`src/rtl/mips_boot_pkg.sv`:
```
// Shared types and constants for the instruction-memory boot loader.
package mips_boot_pkg;

    localparam int unsigned BYTE_W      = 8;
    localparam int unsigned INSTR_W     = 16;
    localparam int unsigned BOOT_ADDR_W = 8;
    localparam int unsigned CNT_W       = 16;

    typedef enum logic [2:0] {
        S_CNT_HI,
        S_CNT_LO,
        S_DATA_HI,
        S_DATA_LO,
        S_CHECK,
        S_DONE,
        S_ERR
    } boot_state_t;

endpackage

```
`src/rtl/imem_boot_loader_if.sv`:
```
// Byte-stream input, instruction-memory write port and core release signals of the boot loader.
interface imem_boot_loader_if #(
    parameter int unsigned ADDR_W = mips_boot_pkg::BOOT_ADDR_W,
    parameter int unsigned DATA_W = mips_boot_pkg::INSTR_W
) ();

    logic                              in_valid;
    logic                              in_ready;
    logic [mips_boot_pkg::BYTE_W-1:0]  in_byte;
    logic                              imem_we;
    logic [ADDR_W-1:0]                 imem_addr;
    logic [DATA_W-1:0]                 imem_wdata;
    logic                              core_rst;
    logic                              load_done;
    logic                              load_err;

    // Host side: supplies the byte stream, observes memory writes and status.
    modport master (
        output in_valid,
        output in_byte,
        input  in_ready,
        input  imem_we,
        input  imem_addr,
        input  imem_wdata,
        input  core_rst,
        input  load_done,
        input  load_err
    );

    // Loader side.
    modport slave (
        input  in_valid,
        input  in_byte,
        output in_ready,
        output imem_we,
        output imem_addr,
        output imem_wdata,
        output core_rst,
        output load_done,
        output load_err
    );

endinterface

```
`src/rtl/imem_boot_loader.sv`:
```
// Assembles big-endian words from a counted, XOR-checksummed byte frame, writes them
// to instruction memory from address 0 and releases the core once the checksum matches.
module imem_boot_loader
    import mips_boot_pkg::*;
#(
    parameter int unsigned ADDR_W = BOOT_ADDR_W,
    parameter int unsigned DATA_W = INSTR_W
) (
    input  logic                clk,
    input  logic                rst,
    imem_boot_loader_if.slave   bus
);

    // Largest legal word count; ADDR_W is limited to 16 by the 16-bit count field.
    localparam int unsigned CAP = 32'(1) << ADDR_W;

    boot_state_t         state_q, state_d;
    logic [CNT_W-1:0]    cnt_q, cnt_d;
    logic [CNT_W-1:0]    idx_q, idx_d;
    logic [BYTE_W-1:0]   hi_q, hi_d;
    logic [BYTE_W-1:0]   chk_q, chk_d;
    logic                in_ready_q, in_ready_d;
    logic                imem_we_q, imem_we_d;
    logic [ADDR_W-1:0]   imem_addr_q, imem_addr_d;
    logic [DATA_W-1:0]   imem_wdata_q, imem_wdata_d;
    logic                core_rst_q, core_rst_d;
    logic                load_done_q, load_done_d;
    logic                load_err_q, load_err_d;

    logic                accept_c;
    logic [CNT_W-1:0]    n_rx_c;

    assign accept_c = bus.in_valid && in_ready_q;
    // Count high byte is parked in cnt_q[15:8] until the low byte arrives.
    assign n_rx_c   = {cnt_q[CNT_W-1:BYTE_W], bus.in_byte};

    always_comb begin
        state_d      = state_q;
        cnt_d        = cnt_q;
        idx_d        = idx_q;
        hi_d         = hi_q;
        chk_d        = chk_q;
        imem_we_d    = 1'b0;
        imem_addr_d  = imem_addr_q;
        imem_wdata_d = imem_wdata_q;
        core_rst_d   = core_rst_q;
        load_done_d  = load_done_q;
        load_err_d   = load_err_q;

        if (accept_c) begin
            chk_d = chk_q ^ bus.in_byte;
            case (state_q)
                S_CNT_HI: begin
                    cnt_d   = {bus.in_byte, BYTE_W'(0)};
                    state_d = S_CNT_LO;
                end
                S_CNT_LO: begin
                    cnt_d = n_rx_c;
                    if (32'(n_rx_c) > CAP) begin
                        state_d    = S_ERR;
                        load_err_d = 1'b1;
                    end else if (n_rx_c == CNT_W'(0)) begin
                        state_d = S_CHECK;
                    end else begin
                        state_d = S_DATA_HI;
                    end
                end
                S_DATA_HI: begin
                    hi_d    = bus.in_byte;
                    state_d = S_DATA_LO;
                end
                S_DATA_LO: begin
                    imem_we_d    = 1'b1;
                    imem_addr_d  = ADDR_W'(idx_q);
                    imem_wdata_d = DATA_W'({hi_q, bus.in_byte});
                    idx_d        = idx_q + CNT_W'(1);
                    state_d      = (idx_d == cnt_q) ? S_CHECK : S_DATA_HI;
                end
                S_CHECK: begin
                    // chk_q already holds the XOR of every earlier byte in the frame.
                    if (bus.in_byte == chk_q) begin
                        state_d     = S_DONE;
                        load_done_d = 1'b1;
                        core_rst_d  = 1'b0;
                    end else begin
                        state_d    = S_ERR;
                        load_err_d = 1'b1;
                    end
                end
                default: begin
                    state_d = state_q;
                end
            endcase
        end

        in_ready_d = (state_d != S_DONE) && (state_d != S_ERR);
    end

    always_ff @(posedge clk) begin
        if (rst) begin
            state_q      <= S_CNT_HI;
            cnt_q        <= '0;
            idx_q        <= '0;
            hi_q         <= '0;
            chk_q        <= '0;
            in_ready_q   <= 1'b1;
            imem_we_q    <= 1'b0;
            imem_addr_q  <= '0;
            imem_wdata_q <= '0;
            core_rst_q   <= 1'b1;
            load_done_q  <= 1'b0;
            load_err_q   <= 1'b0;
        end else begin
            state_q      <= state_d;
            cnt_q        <= cnt_d;
            idx_q        <= idx_d;
            hi_q         <= hi_d;
            chk_q        <= chk_d;
            in_ready_q   <= in_ready_d;
            imem_we_q    <= imem_we_d;
            imem_addr_q  <= imem_addr_d;
            imem_wdata_q <= imem_wdata_d;
            core_rst_q   <= core_rst_d;
            load_done_q  <= load_done_d;
            load_err_q   <= load_err_d;
        end
    end

    assign bus.in_ready   = in_ready_q;
    assign bus.imem_we    = imem_we_q;
    assign bus.imem_addr  = imem_addr_q;
    assign bus.imem_wdata = imem_wdata_q;
    assign bus.core_rst   = core_rst_q;
    assign bus.load_done  = load_done_q;
    assign bus.load_err   = load_err_q;

endmodule

```
`src/flat_wrapper.sv`:
```
// flat-port wrapper written by rule: the top's interface ports become plain ports
module imem_boot_loader_flat import mips_boot_pkg::*;
#(
    parameter int unsigned ADDR_W = BOOT_ADDR_W,
    parameter int unsigned DATA_W = INSTR_W
)
  (clk, rst, bus_in_valid, bus_in_byte, bus_in_ready, bus_imem_we, bus_imem_addr, bus_imem_wdata, bus_core_rst, bus_load_done, bus_load_err);
  imem_boot_loader_if #(.ADDR_W(ADDR_W), .DATA_W(DATA_W)) bus_i ();
  input  logic clk;
  input  logic rst;
  input wire logic [$bits(bus_i.in_valid)-1:0] bus_in_valid;
  input wire logic [$bits(bus_i.in_byte)-1:0] bus_in_byte;
  output wire logic [$bits(bus_i.in_ready)-1:0] bus_in_ready;
  output wire logic [$bits(bus_i.imem_we)-1:0] bus_imem_we;
  output wire logic [$bits(bus_i.imem_addr)-1:0] bus_imem_addr;
  output wire logic [$bits(bus_i.imem_wdata)-1:0] bus_imem_wdata;
  output wire logic [$bits(bus_i.core_rst)-1:0] bus_core_rst;
  output wire logic [$bits(bus_i.load_done)-1:0] bus_load_done;
  output wire logic [$bits(bus_i.load_err)-1:0] bus_load_err;
  assign bus_i.in_valid = bus_in_valid;
  assign bus_i.in_byte = bus_in_byte;
  assign bus_in_ready = bus_i.in_ready;
  assign bus_imem_we = bus_i.imem_we;
  assign bus_imem_addr = bus_i.imem_addr;
  assign bus_imem_wdata = bus_i.imem_wdata;
  assign bus_core_rst = bus_i.core_rst;
  assign bus_load_done = bus_i.load_done;
  assign bus_load_err = bus_i.load_err;
  imem_boot_loader #(.ADDR_W(ADDR_W), .DATA_W(DATA_W)) u_core (.clk(clk), .rst(rst), .bus(bus_i));
endmodule
```
`config.mk`:
```
export PLATFORM = sky130hd
export DESIGN_NAME = imem_boot_loader_flat
export DESIGN_NICKNAME = d
export VERILOG_FILES = /design/src/rtl/mips_boot_pkg.sv /design/src/rtl/imem_boot_loader_if.sv /design/src/rtl/imem_boot_loader.sv /design/src/flat_wrapper.sv
export SDC_FILE = /design/constraint.sdc
export NUM_CORES = 1
export LEC_CHECK = 0
export CORE_ASPECT_RATIO = 1.25
export CORE_UTILIZATION = 35
export DETAILED_ROUTE_END_ITERATION = 8
export HOLD_SLACK_MARGIN = 0.06
export PLACE_DENSITY_LB_ADDON = 0.2
export SETUP_SLACK_MARGIN = 0.05
export SLEW_MARGIN = 20
export SYNTH_ARGS = -nofsm -noshare
export SYNTH_HDL_FRONTEND = slang
export SYNTH_SLANG_ARGS = --single-unit
```
`constraint.sdc`:
```
create_clock -name clk -period 2.15 [get_ports clk]
set_input_delay 0.215 -clock clk [delete_from_list [all_inputs] [get_ports clk]]
set_output_delay 0.215 -clock clk [all_outputs]
set_load 0.02 [all_outputs]
```
==> run_results.csv, run 1 <==
group,metric,value,unit
yosys,ys_seq_area_share,43.40,%
clock_tree,clk_path_buf_depth,2,
setup_path,cp-end-kind,"flop",
power,p_sw_share,24.80,%
sta,fin_crit_sh,95.42,%
power,p_comb_share,11.0,%
detailed_routing,wl_per_cell,14.71,um
floorplanning,fp.dieH,116.8,um
sta,worst-slew-pin-transition,489.2,ps
floorplanning,start_util,36.33,%
yosys,synthArstFlopShare,0,%
floorplanning,fp.coreArea,10160,um^2
hold_path,hold_path_depth,2,
yosys,synth_compound_area_share,12.58,%
setup_path,ff2ff_path_depth,9,
sta,finalClockSkew,6.819,ps
grt,grt_max_degree,35,
sta,hold_violations,0,
setup_path,cp_cell_sequence,"buf_12, nand4_4, or2_4, xnor2_1, a2111oi_2, buf_4, and4_4, o211a_1, o211ai_1",
clock_tree,clk_pin_slew,60,ps
setup_path,cp_max_fo,4,
setup_path,worst_path_largest_cell_delay,380,ps
setup_path,start_kind,"flop",
yosys,yosysTopAreaCell,"dfxtp_1",
sta,maxSlewHeadroom,67.26,%
finish,drive_gt1_share,17.57,%
setup_path,reg2reg_from,"u_core.idx_q[3]$_SDFFE_PP0P_",
clock_tree,cts_tree,"done",
yosys,avgSynthCellArea,8.109,um^2
yosys,syn-instance-count,455,
power,power.leakage,1.764,nW
clock_tree,htreeDepth,3,
placed_design,portBuffers,39,
finish,final_nets,525,
yosys,syn_nets,467,
clock_tree,clock-sinks,80,
setup_path,crit_required,2370,ps
setup_path,crit_type,"flop to flop",
placed_design,dp_slack,-67.72,ps
detailed_routing,antenna_left,0,
detailed_routing,drt-initial-drc-count,153,
flow_run,maxCapViolations,0,
sta,rsz0062_at_grt,"true",
clock_tree,cts-root-buf,"clkbuf_16",
placed_design,hpwlAfterDp,6435,um
yosys,synth_edf_count,0,
hold_path,hp-start,"rst",
setup_path,reg2reg_setup_slack,100,ps
hold_path,min_to,"u_core.chk_q[0]$_SDFFE_PP0P_",
setup_path,crit_path_top_delay_cell,"dfxtp_4",
floorplanning,dieArea,10960,um^2
sta,final_max_slew_viol_count,0,
grt,grt_pass1_vias,2969,
placed_design,dpl_cell_area,4394,um^2
power,cellInternalPower,2.860,mW
placed_design,gp_congestion,0.7925,
sta,min_period,2052,ps
yosys,ys_seq_elements,80,
yosys,synthFlopType,"dfxtp_1",
yosys,synthXorXnorAreaFrac,11.63,%
floorplanning,io_pins,40,
detailed_routing,remaining_drc_errors,0,
clock_tree,clk_latency,340,ps
setup_path,crit_arrival,2270,ps
status,outcome,"completed",
floorplanning,core.rowCount,41,
finish,final_area,4896,um^2
power,power_frac_clock,47.5,%
yosys,synth.top_cells.by_area,"dfxtp_1, nand2_1, a21oi_1",
setup_path,r2r_end,"u_core.bus.in_ready$_SDFF_PP1_",
grt,grt.total_usage,18.15,%
power,p_per_area,776.7,nW/um^2
hold_path,hold_class,"input port to flop",
detailed_routing,via_count,3260,
yosys,synth_top_family_by_area,"simple AND/OR/NAND/NOR gates",
grt,grt_pass1_wl,15100,um
grt,antenna_found_initial,0,
yosys,synth_simple_gate_area_share,24.58,%
power,switching_power,943.0,uW
sta,clock.fmax,487.4,MHz
detailed_routing,drt-vias-per-instance,5.039,
floorplanning,fp.dieW,93.84,um
yosys,synth_cell_types,45,
power,irDropWorstVdd,439.3,uV
finish,syn2layout_area_growth,32.69,%
yosys,muxShareOfSynthArea,2.442,%
yosys,synthesis.area,3690,um^2
detailed_routing,postRouteWirelength,9517,um
finish,diodes,0,
clock_tree,numCtsBuffers,9,
yosys,synthAdderAreaFrac,0.3391,%
yosys,synth_top_area_share,43.40,%
sta,fin_ws,98.36,ps
yosys,yosys_warnings,0,
power,power_frac_seq,41.5,%
sta,setup_viol_count_final,0,
grt,grt_overflow,0,
detailed_routing,drt-pass1-iter-count,6,
worst max-delay path, delay by kind of cell, from the launching register on:
family                    cells  cell delay, ps
AOI/OAI and AO/OA             3             520
buffers and inverters         2             270
and+or+nand+nor               3             630
xor gates and xnor gates      1             140
DFF                           1             380
final cells by class:
class / instances / area [um^2]
Fill cell: 996 / 5261
Multi-Input combinational cell: 333 / 2001
Timing Repair Buffer: 83 / 752.0
Inverter: 6 / 22.52
Sequential cell: 80 / 1610
Clock inverter: 7 / 123.9
Clock buffer: 9 / 225.2
Tap cell: 129 / 161.4
cells in the mapped netlist (all sizes together), types with 6 or more instances:
cell type,instances
xnor2,25
nand3,20
mux2i,9
buf,6
o21ai,18
nor2,37
nand2,86
clkbuf,30
nor4,8
or3,7
dfxtp,80
a21oi,52
xor2,24
inv,6
nor3,10
logic make-up (layout without fill, tap and decap cells):
kind of cell / count (synthesis) / in the layout
XOR/XNOR: 49 / 49
adder cells (fa/ha/maj): 1 / 1
multiplexers: 9 / 9
AND/OR/NAND/NOR: 189 / 189
buffers and inverters: 42 / 105
flip-flops: 80 / 80
AO/OA/AOI/OAI: 85 / 85
power by group through the flow:
stage | registers (mW) | clock network [mW] | logic [mW]
2_1_floorplan | 1.61 | 0 | 0.271
3_3_place_gp | 1.61 | 0 | 0.408
3_5_place_dp | 1.61 | 0 | 0.411
4_1_cts | 1.58 | 1.84 | 0.415
5_1_grt | 1.59 | 1.90 | 0.464
6_report | 1.58 | 1.80 | 0.420
metrics by stage:
stage | hold WS, ps | utilization, % | TNS [ps] | power (mW) | cells
detailed placement | 446.3 | 43.26 | -77.87 | 2.023 | 628
finish | 144.0 | 48.20 | 0 | 3.803 | 647
global placement | 436.4 | 43.26 | -27.97 | 2.019 | 628
CTS | 137.4 | 47.06 | 0 | 3.829 | 644
global route | 156.2 | 48.20 | -1.626 | 3.950 | 647
floorplan | 431.2 | - | 0 | 1.881 | 455
state kept, by name, indices dropped and copies added (netlist names):
signal                 flops
u_core.bus.imem_addr       8
u_core.bus.load_err        1
u_core.bus.imem_wdata     16
u_core.chk_q               8
u_core.bus.imem_we         1
u_core.bus.load_done       1
u_core.bus.in_ready        1
u_core.bus.core_rst        1
u_core.idx_q              16
u_core.cnt_q              16
u_core.state_q             3
u_core.hi_q                8
how the worst max path moves through the flow:
stage	start	endpoint	slack (ps)	depth (start not counted)
2_1_floorplan	u_core.idx_q[0]$_SDFFE_PP0P_	u_core.bus.in_ready$_SDFF_PP1_	110	8
3_3_place_gp	u_core.idx_q[0]$_SDFFE_PP0P_	u_core.bus.in_ready$_SDFF_PP1_	-30	9
3_5_place_dp	u_core.idx_q[0]$_SDFFE_PP0P_	u_core.bus.in_ready$_SDFF_PP1_	-70	9
4_1_cts	u_core.idx_q[0]$_SDFFE_PP0P_	u_core.bus.in_ready$_SDFF_PP1_	60	9
5_1_grt	u_core.idx_q[2]$_SDFFE_PP0P_	u_core.bus.in_ready$_SDFF_PP1_	-2	8
6_report	u_core.idx_q[3]$_SDFFE_PP0P_	u_core.bus.in_ready$_SDFF_PP1_	100	9
repair_timing:
item | CTS | global route
endpoints found under the setup margin | 2 | 3
buffers inserted | 0 | 3
gates resized for setup | 12 | 20
pin swaps | 1 | 6
hold buffers | 0 | 0
cell usage in the layout (no fill, tap or decap), types with 2 or more instances in the layout:
cell type and count:
a211oi_1 2, a21oi_1 52, a31oi_1 3, and3_4 2
buf_12 2, buf_4 39, buf_6 3, bufinv_16 3
clkbuf_16 9, clkdlybuf4s50_1 38, dfxtp_1 75, dfxtp_2 4
inv_1 6, inv_6 3, mux2i_1 9, nand2_1 86
nand3_1 17, nand3_2 2, nand4_4 2, nor2_1 37
nor2b_1 2, nor3_1 6, nor3_2 4, nor3b_1 2
nor4_1 5, nor4_2 2, o211ai_1 2, o21a_1 3
o21ai_0 15, o21ai_2 2, or2_1 3, or3_1 6
xnor2_1 24, xor2_1 24
routing by layer:
layer | routed length [um] | GRT usage [%] | vias to the layer above | share of wire [%]
li1 | - | - | 1637 | -
met1 | 4201 | 21.46 | 1525 | 44
met2 | 4723 | 31.39 | 80 | 50
met3 | 378 | 3.876 | 18 | 4.0
met4 | 213 | 8.410 | 0 | 2.2
met5 | 0 | 0 | - | 0
(Power assumes the default switching activity.)
==> inputs of run 2 (changes only) <==
--- a/config.mk
+++ b/config.mk
@@ -6,7 +6,7 @@
 export NUM_CORES = 1
 export LEC_CHECK = 0
 export CORE_ASPECT_RATIO = 1.25
-export CORE_UTILIZATION = 35
+export CORE_UTILIZATION = 51
 export DETAILED_ROUTE_END_ITERATION = 8
 export HOLD_SLACK_MARGIN = 0.06
 export PLACE_DENSITY_LB_ADDON = 0.2
==> run_results.csv, run 2 (synthesized netlist as in run 1, its figures left out) <==
group,metric,value,unit
status,outcome,"completed",
setup_path,crit_type,"flop to flop",
setup_path,start_kind,"flop",
power,p_per_area,677.5,nW/um^2
placed_design,dp_slack,-26.58,ps
floorplanning,fp.dieH,97.10,um
detailed_routing,via_count,3217,
detailed_routing,remaining_drc_errors,0,
finish,final_cells,600,
sta,setup_viol_count_final,0,
floorplanning,core.rowCount,34,
clock_tree,clk_pin_slew,90,ps
clock_tree,clk_path_buf_depth,2,
sta,fin_ws,97.85,ps
power,power.total,3.091,mW
placed_design,portBuffers,39,
clock_tree,numCtsBuffers,9,
placed_design,placed_cells,584,
placed_design,hpwlAfterDp,5970,um
floorplanning,io_pins,40,
clock_tree,cts-root-buf,"clkbuf_8",
hold_path,hold_class,"input port to flop",
sta,rsz0062_at_grt,"true",
finish,syn2layout_area_growth,23.64,%
grt,grt_pass1_vias,3065,
clock_tree,clk_latency,360,ps
clock_tree,cts_tree,"done",
clock_tree,clock-sinks,80,
detailed_routing,drt-initial-drc-count,127,
setup_path,cp_num_buf_inv,0,
sta,worst-slew-pin-transition,509.9,ps
floorplanning,start_util,52.89,%
sta,finalClockSkew,10.31,ps
clock_tree,cts_setup_buffers,0,
sta,final_max_slew_viol_count,0,
placed_design,gp_congestion,0.8239,
setup_path,cp_cell_sequence,"nand4_2, or2_2, xnor2_1, a2111oi_2, and4_4, o211a_1, o211ai_1",
sta,clock.fmax,487.3,MHz
power,power.leakage,1.661,nW
grt,grt_overflow,0,
finish,final_common_cell,"nand2_1",
setup_path,worst_path_largest_cell_delay,450,ps
setup_path,cp-end-kind,"flop",
grt,grt_max_degree,64,
sta,hold_ws,239.2,ps
sta,fin_crit_sh,95.45,%
floorplanning,fp.coreArea,6977,um^2
detailed_routing,wl_per_cell,14.65,um
grt,antenna_found_initial,0,
flow_run,maxCapViolations,0,
detailed_routing,drt-pass1-iter-count,6,
sta,maxSlewHeadroom,65.88,%
grt,grt_pass1_wl,14670,um
setup_path,crit_required,2390,ps
grt,grt.total_usage,24.56,%
setup_path,crit_arrival,2290,ps
finish,final_nets,517,
clock_tree,htreeDepth,3,
sta,tns,0,ps
setup_path,crit_path_top_delay_cell,"dfxtp_2",
finish,drive_gt1_share,13.73,%
detailed_routing,postRouteWirelength,8790,um
setup_path,cp_max_fo,8,
clock_tree,cts_hold_buf,0,
finish,diodes,0,
power,irDropWorstVdd,519.3,uV
floorplanning,dieArea,7582,um^2
finish,nFillCells,606,
floorplanning,fp.dieW,78.08,um
detailed_routing,drt-vias-per-instance,5.362,
finish,final_cell_mix,"nand2_1, dfxtp_1, a21oi_1",
setup_path,cpLargestDelayFamily,"simple AND/OR/NAND/NOR gates",
detailed_routing,antenna_left,0,
sta,min_period,2052,ps
sta,hold_violations,0,
-- run 2: power breakdown --
group	internal [mW]	total, mW	switching, mW
Sequential	1.53	1.58	0.0449
Clock	0.536	1.10	0.561
Combinational	0.177	0.415	0.238
Total	2.25	3.09	0.844
-- run 2: path summary, 6_finish.rpt --
| kind | slack [ps] | cells past startpoint | start | to |
|---|---|---|---|---|
| min reg2reg | 450 | 2 | u_core.bus.load_done$_SDFFE_PP0P_ | u_core.bus.load_done$_SDFFE_PP0P_ |
| max | 100 | 7 | u_core.idx_q[2]$_SDFFE_PP0P_ | u_core.bus.in_ready$_SDFF_PP1_ |
| min | 240 | 2 | rst | u_core.hi_q[7]$_SDFFE_PP0P_ |
| max reg2reg | 100 | 7 | u_core.idx_q[2]$_SDFFE_PP0P_ | u_core.bus.in_ready$_SDFF_PP1_ |
-- run 2: what timing repair did --
item	in CTS	in global routing
resized for setup	6	8
setup endpoints to repair	2	3
pin swaps	2	2
-- run 2: per-stage QoR --
stage / util [%] / instance area [um^2]
2_1_floorplan: - / 3690
3_3_place_gp: 61.93 / 4320
3_5_place_dp: 61.93 / 4320
4_1_cts: 64.96 / 4532
5_1_grt: 65.39 / 4562
6_report: 65.39 / 4562
-- run 2: layout make-up --
class	instances	area [um^2]	area share, %
Sequential cell	80	1604	35.16
Tap cell	90	112.6	2.468
Clock buffer	9	123.9	2.715
Timing Repair Buffer	75	680.7	14.92
Multi-Input combinational cell	333	1948	42.70
Inverter	6	22.52	0.4937
Clock inverter	7	70.07	1.536
-- run 2: worst register-to-register path, cell delays in order, from the launching register on --
cell       delay [ps]
dfxtp_2           450
nand4_2           160
or2_2             330
xnor2_1           160
a2111oi_2         310
and4_4            300
o211a_1           160
o211ai_1           80
-- run 2: layer usage --
metal  track usage [%]  up-vias  wire length (um)  share of wire, %
met4             9.687        0               145               1.6
met2             40.42       75              4532                52
li1                  -     1618                 -                 -
met3             6.197       11               367               4.2
met5                 0        -                 0                 0
met1             30.45     1513              3745                43
